$ cat src/rtl/cordic_rr_arbiter.sv
// Round-robin arbiter sharing one pipelined CORDIC rotation core
// among NREQ requesters, with a tag line returning results by ID.
module cordic_rr_arbiter #(
  parameter int SZ   = 16,
  parameter int NREQ = 4,
  parameter int IDW  = $clog2(NREQ),
  parameter int LAT  = 16
) (
  input  logic               CLK_100MHZ,
  input  logic               rst_n,
  input  logic               hold,
  input  logic [NREQ-1:0]    req_valid,
  input  logic [NREQ*32-1:0] req_angle,
  input  logic [NREQ*SZ-1:0] req_x,
  input  logic [NREQ*SZ-1:0] req_y,
  output logic [NREQ-1:0]    req_ready,
  output logic [31:0]        cor_angle,
  output logic [SZ-1:0]      cor_x,
  output logic [SZ-1:0]      cor_y,
  input  logic [SZ:0]        cor_xout,
  input  logic [SZ:0]        cor_yout,
  output logic               rsp_valid,
  output logic [IDW-1:0]     rsp_id,
  output logic [SZ:0]        rsp_x,
  output logic [SZ:0]        rsp_y,
  output logic               busy
);

  logic [IDW-1:0] r_ptr;
  logic [31:0]    r_ang;
  logic [SZ-1:0]  r_x;
  logic [SZ-1:0]  r_y;
  logic [LAT:0]   r_tv;
  logic [IDW-1:0] r_tid [LAT+1];
  logic           r_rv;
  logic [IDW-1:0] r_rid;
  logic [SZ:0]    r_rx;
  logic [SZ:0]    r_ry;

  logic [IDW-1:0] w_gidx;
  logic [IDW-1:0] w_idx;
  logic           w_hs;

  // Search starts one past the last winner so every requester rotates in.
  always_comb begin
    w_gidx = r_ptr;
    w_idx  = r_ptr;
    w_hs   = 1'b0;
    for (int k = 1; k <= NREQ; k++) begin
      w_idx = IDW'((int'(r_ptr) + k) % NREQ);
      if (!w_hs && req_valid[w_idx]) begin
        w_hs   = 1'b1;
        w_gidx = w_idx;
      end
    end
    if (hold || !rst_n) w_hs = 1'b0;
  end

  always_comb begin
    req_ready = '0;
    if (w_hs) req_ready[w_gidx] = 1'b1;
  end

  always_ff @(posedge CLK_100MHZ) begin
    if (!rst_n) begin
      r_ptr <= IDW'(NREQ - 1);
      r_ang <= '0;
      r_x   <= '0;
      r_y   <= '0;
      r_tv  <= '0;
      r_rv  <= 1'b0;
      r_rid <= '0;
      r_rx  <= '0;
      r_ry  <= '0;
    end else begin
      r_tv  <= {r_tv[LAT-1:0], w_hs};
      r_rv  <= r_tv[LAT];
      r_rid <= r_tid[LAT];
      r_rx  <= cor_xout;
      r_ry  <= cor_yout;
      if (w_hs) begin
        r_ptr <= w_gidx;
        r_ang <= req_angle[32*w_gidx +: 32];
        r_x   <= req_x[SZ*w_gidx +: SZ];
        r_y   <= req_y[SZ*w_gidx +: SZ];
      end else begin
        r_ang <= '0;
        r_x   <= '0;
        r_y   <= '0;
      end
    end
  end

  // IDs are qualified by r_tv, so they need no reset.
  always_ff @(posedge CLK_100MHZ) begin
    r_tid[0] <= w_gidx;
    for (int i = 1; i <= LAT; i++) r_tid[i] <= r_tid[i-1];
  end

  assign cor_angle = r_ang;
  assign cor_x     = r_x;
  assign cor_y     = r_y;
  assign rsp_valid = r_rv;
  assign rsp_id    = r_rid;
  assign rsp_x     = r_rx;
  assign rsp_y     = r_ry;
  assign busy      = |r_tv;

endmodule

$ cat config.mk
export PLATFORM = sky130hd
export DESIGN_NAME = cordic_rr_arbiter
export DESIGN_NICKNAME = d
export VERILOG_FILES = /design/src/rtl/cordic_rr_arbiter.sv
export SDC_FILE = /design/constraint.sdc
export NUM_CORES = 1
export LEC_CHECK = 0
export ABC_AREA = 1
export CORE_AREA = 2 2 158 160
export CTS_CLUSTER_DIAMETER = 40
export DETAILED_ROUTE_END_ITERATION = 16
export DIE_AREA = 0 0 160 162
export PLACE_DENSITY = 0.67
export SLEW_MARGIN = 20
export SYNTH_ARGS = -nofsm -noshare
export SYNTH_HDL_FRONTEND = slang
export SYNTH_SLANG_ARGS = --single-unit
export TNS_END_PERCENT = 10
$ cat constraint.sdc
create_clock -name CLK_100MHZ -period 3.85 [get_ports CLK_100MHZ]
set_input_delay 0.77 -clock CLK_100MHZ [delete_from_list [all_inputs] [get_ports CLK_100MHZ]]
set_output_delay 0.77 -clock CLK_100MHZ [all_outputs]
set_load 0.1 [all_outputs]
* Word level (Yosys, flattened, before mapping)
Memory sizes are Yosys's and may differ from the RTL's. A register that Yosys moved wholly into a read port is not among the register bits. Index checks and enable logic that the tools add are counted.
Cells by class: add/subtract/negate cells 4, magnitude comparators 6, shifts and indexed selects 3, muxes and demuxes 20, reduce and logical (&&, ||, !) cells 12
Operator list (count):
- variable part select 128 x 8 -> 32 bit | 1
- variable part select 64 x 7 -> 16 bit | 2
- OR reduction 17 bit | 1
- < comparator 2 x 3 -> 1 bit (second input constant) | 5
- two-way mux 1 bit | 10
- binary-select mux 1 bit (select 2 bit) | 4
- two-way mux 2 bit | 4
- logical NOT 1 bit | 5
- adder 2 x 1 -> 2 bit (second input constant) | 2
- adder 2 bit (second input constant) | 2
- logical AND 1 bit | 4
- two-way mux 4 bit | 1
- demux 1 bit (select 2 bit) | 1
- >= comparator 2 x 1 -> 1 bit (second input constant) | 1
- AND reduction 2 bit | 1
- logical OR 1 bit | 1
Storage, ports and cells: bits in registers 118, bits in writable memories 34, bits of input ports 297, output and inout bits 106, logic and storage cells 54, memories 1
Memories:
- r_tid | depth 17, bits a word 2, rd ports 17, clocked after memory_dff 1, wr ports 17, line 34 | logic [IDW-1:0] r_tid [LAT+1];

* Longest topological paths before layout
Gate-level depths: netlist of run 1.
word-level depth 18, depth in mapped cells 14, depth with buffers taken out 12

* Worst setup path after synthesis of run 1
Ideal clock, no wire load.
kind input to output, start point input req_valid[0], end point output req_ready[1], arrival time 2964 ps, required time 3080 ps, path slack 116 ps, cell stages on the path 11, buffers on the path 1, path through nand2_1 -> nand2_1 -> nand2_2 -> nand2_4 -> nor2_8 -> nand4_1 -> nand3_1 -> buf_4 -> inv_1 -> nand2_1 -> nor2_1
On the way: cells in the longest elaborated chain, start to end 17, elaborated cells on any way between the ends 29, classes of those cells order compare (2); mux (20); reduce/logical (7)
Ends and longest elaborated chain:
- start: declaration | line 12 | input logic [NREQ-1:0] req_valid,
- binary-select mux 1 bit (select 2 bit) | line 51 | if (!w_hs && req_valid[w_idx]) begin
- two-way mux 1 bit (not written as such) | line 51
- two-way mux 1 bit | line 51
- logical NOT 1 bit | line 51
- logical AND 1 bit | line 51
- two-way mux 1 bit | line 51
- logical NOT 1 bit | line 51
- logical AND 1 bit | line 51
- two-way mux 1 bit | line 51
- logical NOT 1 bit | line 51
- logical AND 1 bit | line 51
- two-way mux 2 bit | line 51
- < comparator 2 x 3 -> 1 bit (not written as such) / >= comparator 2 x 1 -> 1 bit (equally long branches) | line 61 | if (w_hs) req_ready[w_gidx] = 1'b1;
- logical AND 1 bit (not written as such) | line 61
- two-way mux 1 bit (not written as such) | line 61
- demux 1 bit (select 2 bit) | line 61
- two-way mux 4 bit (*) | line 61
- end: declaration | line 16 | output logic [NREQ-1:0] req_ready,
Every way passes the cells marked *; elsewhere a longest branch is shown, timed or not. The select of a mux whose other input is x is not followed.

* Worst setup path in the final report of run 1
start point input req_valid[0], end point output req_ready[3]
Same word-level chain as after synthesis.

==> flow_metrics.env, run 1 <==
export IMPL_crit_slowest_cell="clkdlybuf4s50_1"
export IMPL_core_area_um2=24100
export IMPL_clock_latency_ns=0.43
export IMPL_die_h_um=162
export IMPL_cts_hold_buffers=0
export IMPL_synthToLayoutAreaGrowth_pct=62.4
export IMPL_clkTransAtPathRegs_ns=0.07
export IMPL_drt_pass1_iterations=5
export IMPL_grt_pass1_wl_um=42400
export IMPL_drive_above_1_share_pct=6.93
export IMPL_crit_buf_inv=3
export IMPL_htree_num_levels=4
export IMPL_status="complete, no violations"
export IMPL_routedWlPerCell_um=15.4
export IMPL_finalSetupViolCount=0
export IMPL_syn_inst=1067
export IMPL_pin_count=403
export IMPL_critPathMaxStageDelay_ns=0.50
export IMPL_min_period_ns=3.50
export IMPL_grt_ovfl_total=0
export IMPL_seqCellArea_um2=3080
export IMPL_start_util_pct=31.7
export IMPL_endpoint_kind="primary output"
export IMPL_finalCritPeriodShare_pct=91.0
export IMPL_die_w_um=160
export IMPL_cts_tree="yes"
export IMPL_min_path_type="register to register"
export IMPL_ys_seq_elements=154
export IMPL_cts_root_buf="clkbuf_16"
export IMPL_nets=1713
export IMPL_yosys_warnings=0
export IMPL_hold_viol=0
export IMPL_row_count=57
export IMPL_numCtsBuffers=17
export IMPL_critPathKind="input pin to primary output"
export IMPL_max_freq_mhz=285
export IMPL_synth_area_um2=7650
export IMPL_wl_um=27100
export IMPL_maxSlewViolCount=0
export IMPL_post_cts_buffers=0
export IMPL_grt_pass1_vias=7911
export IMPL_ir_worst_vdd_mv=0.402
export IMPL_grt_usage_pct=20.5
export IMPL_cp_top_family="simple AND/OR/NAND/NOR gates"
export IMPL_grt_max_degree=129
export IMPL_ys_seq_area_share_pct=40.3
export IMPL_finalSetupTns_ns=0
export IMPL_final_util_pct=51.5
export IMPL_dp_slack_ns=0.357
export IMPL_fillers=2321
export IMPL_maxCapViolations=0
export IMPL_worstMarginPinSlew_ns=1.09
export IMPL_multi_input_area_um2=3160
export IMPL_antenna_cells=0
export IMPL_num_vias=8095
export IMPL_hpwl_um=18700
export IMPL_worstPathCellList="clkdlybuf4s50_1, nand2_1, nand2_1, nand2_2, nand2_4, nor2_8, nand4_1, nand3_4, inv_1, nand2_1, nor2_1, buf_12"
export IMPL_antenna_found_initial=0
export IMPL_rsz0062_at_grt="no"
export IMPL_vias_per_cell=4.62
export IMPL_drtAntennaViolNets=0
export IMPL_post_cts_resized=0
export IMPL_port_buffers=402
export IMPL_p_per_area_nw_per_um2=529
export IMPL_cp_required_ns=3.08
export IMPL_fin_ws_ns=0.347
export IMPL_crit_arrival_ns=2.73
export IMPL_layout_cells_non_filler=1753
export IMPL_synth_nets=1364
export IMPL_p_leak_nw=5.95
export IMPL_cts_buffer_depth=2
export IMPL_worst_path_most_repeated_cell="nand2_1"
export IMPL_drt_initial_drc_count=552
export IMPL_dp_cells=1721
export IMPL_maxSlewHeadroom_pct=26.8
export IMPL_startpoint_type="input pin"
export IMPL_die_area_um2=25900
export IMPL_finClkSkew_ns=0.0132
export IMPL_drc=0
export IMPL_gp_congestion=0.862
export IMPL_ys_types=27
export IMPL_clock_sinks=154
export IMPL_path_max_fanout=5
export IMPL_syn_area_per_cell_um2=7.17
## path summary, 6_finish.rpt
check | slack (ns) | endpoint | start | cells after the start
setup reg to reg | 0.84 | cor_y[7] | r_ptr[0] | 11
setup / recovery | 0.35 | req_ready[3] | req_valid[0] | 12
hold reg to reg | 0.32 | r_tid[15][0] | r_tid[14][0] | 0
hold / removal | 0.32 | r_tid[15][0] | r_tid[14][0] | 0
## routing by layer
layer | GRT usage (%) | wire (um) | vias to the layer above
met5 | 0 | 0 | -
met4 | 7.86 | 677 | 0
met3 | 4.83 | 1880 | 45
met2 | 34.8 | 13200 | 328
met1 | 25.2 | 11300 | 3657
li1 | - | - | 4065
## synth_stat cells
library cell | n | share of area (%)
clkbuf_1 | 10 | 0.49
o21ai_0 | 1 | 0.065
nand3_1 | 321 | 21
buf_2 | 55 | 3.6
buf_4 | 7 | 0.69
inv_4 | 1 | 0.082
nand2_1 | 87 | 4.3
a21oi_1 | 47 | 3.1
nand3_2 | 13 | 1.7
nand2_2 | 9 | 0.74
nor4_1 | 2 | 0.16
nor2_8 | 1 | 0.26
nand3_4 | 1 | 0.23
nor3_1 | 2 | 0.13
inv_2 | 2 | 0.098
nand4_1 | 2 | 0.16
buf_1 | 1 | 0.049
nand2_4 | 2 | 0.29
o21ai_2 | 1 | 0.11
nand3b_1 | 64 | 6.3
buf_6 | 11 | 1.6
nor2_1 | 4 | 0.20
inv_1 | 250 | 12
dfxtp_1 | 154 | 40
or4_1 | 1 | 0.098
a21oi_2 | 17 | 1.9
o211ai_1 | 1 | 0.098
## per-stage QoR
step,power [mW],cell area (um^2),hold WS [ns]
after detailed placement,4.91,11800,0.312
after global routing,6.94,12400,0.334
after CTS,6.67,12400,0.326
after global placement,4.89,11800,0.310
after floorplan,4.07,7650,0.310
final,6.57,12400,0.324
## flip-flops by register name, summed over array words and instances (netlist names)
register and cells:
cor_x 16, rsp_x 17, r_tv 17, r_tid 34, cor_angle 32, r_ptr 2
rsp_y 17, cor_y 16, rsp_valid 1, rsp_id 2
## where the power goes
part / leakage, nW / total [mW] / switching, mW / internal [mW]
Clock: 0.297 / 1.72 / 0.830 / 0.889
Sequential: 1.27 / 1.92 / 0.0691 / 1.85
Combinational: 4.38 / 2.94 / 2.03 / 0.910
## logic make-up after synthesis
family / share of synthesized area [%]
DFF: 40.3
and+or+nand+nor: 35.5
AOI/OAI and AO/OA: 5.30
buffers and inverters: 18.9
## cell usage in the layout (no fill, tap or decap), types with 2 or more instances in the layout
cell type and count:
a21oi_1 47, nand2_2 8, nor3_1 2, nand2_4 4, clkinv_8 7, nor4_1 2
buf_4 9, nand4_1 2, dfxtp_1 154, a21oi_2 17, nand2_1 86, nand3_4 4
nand3_1 320, inv_2 2, buf_12 8, clkbuf_16 17, clkdlybuf4s50_1 396, nand3_2 11
inv_8 3, nand3b_1 64, nor2_1 4, inv_6 2, inv_1 250
## area by class of cell
type | instances | area share (%)
clock inverter | 15 | 1.59
timing repair buffer | 414 | 33.8
tap | 324 | 3.26
multi-input combinational | 576 | 25.5
clock buffer | 17 | 3.42
inverter | 253 | 7.66
sequential | 154 | 24.8
(Power assumes the default switching activity.)
==> run 2, diff against run 1 <==
CTS_BUF_LIST = sky130_fd_sc_hd__clkbuf_16   (was unset)
==> results of run 2 <==
Same layout as run 1: the final DEF is identical, and so are final timing and power.
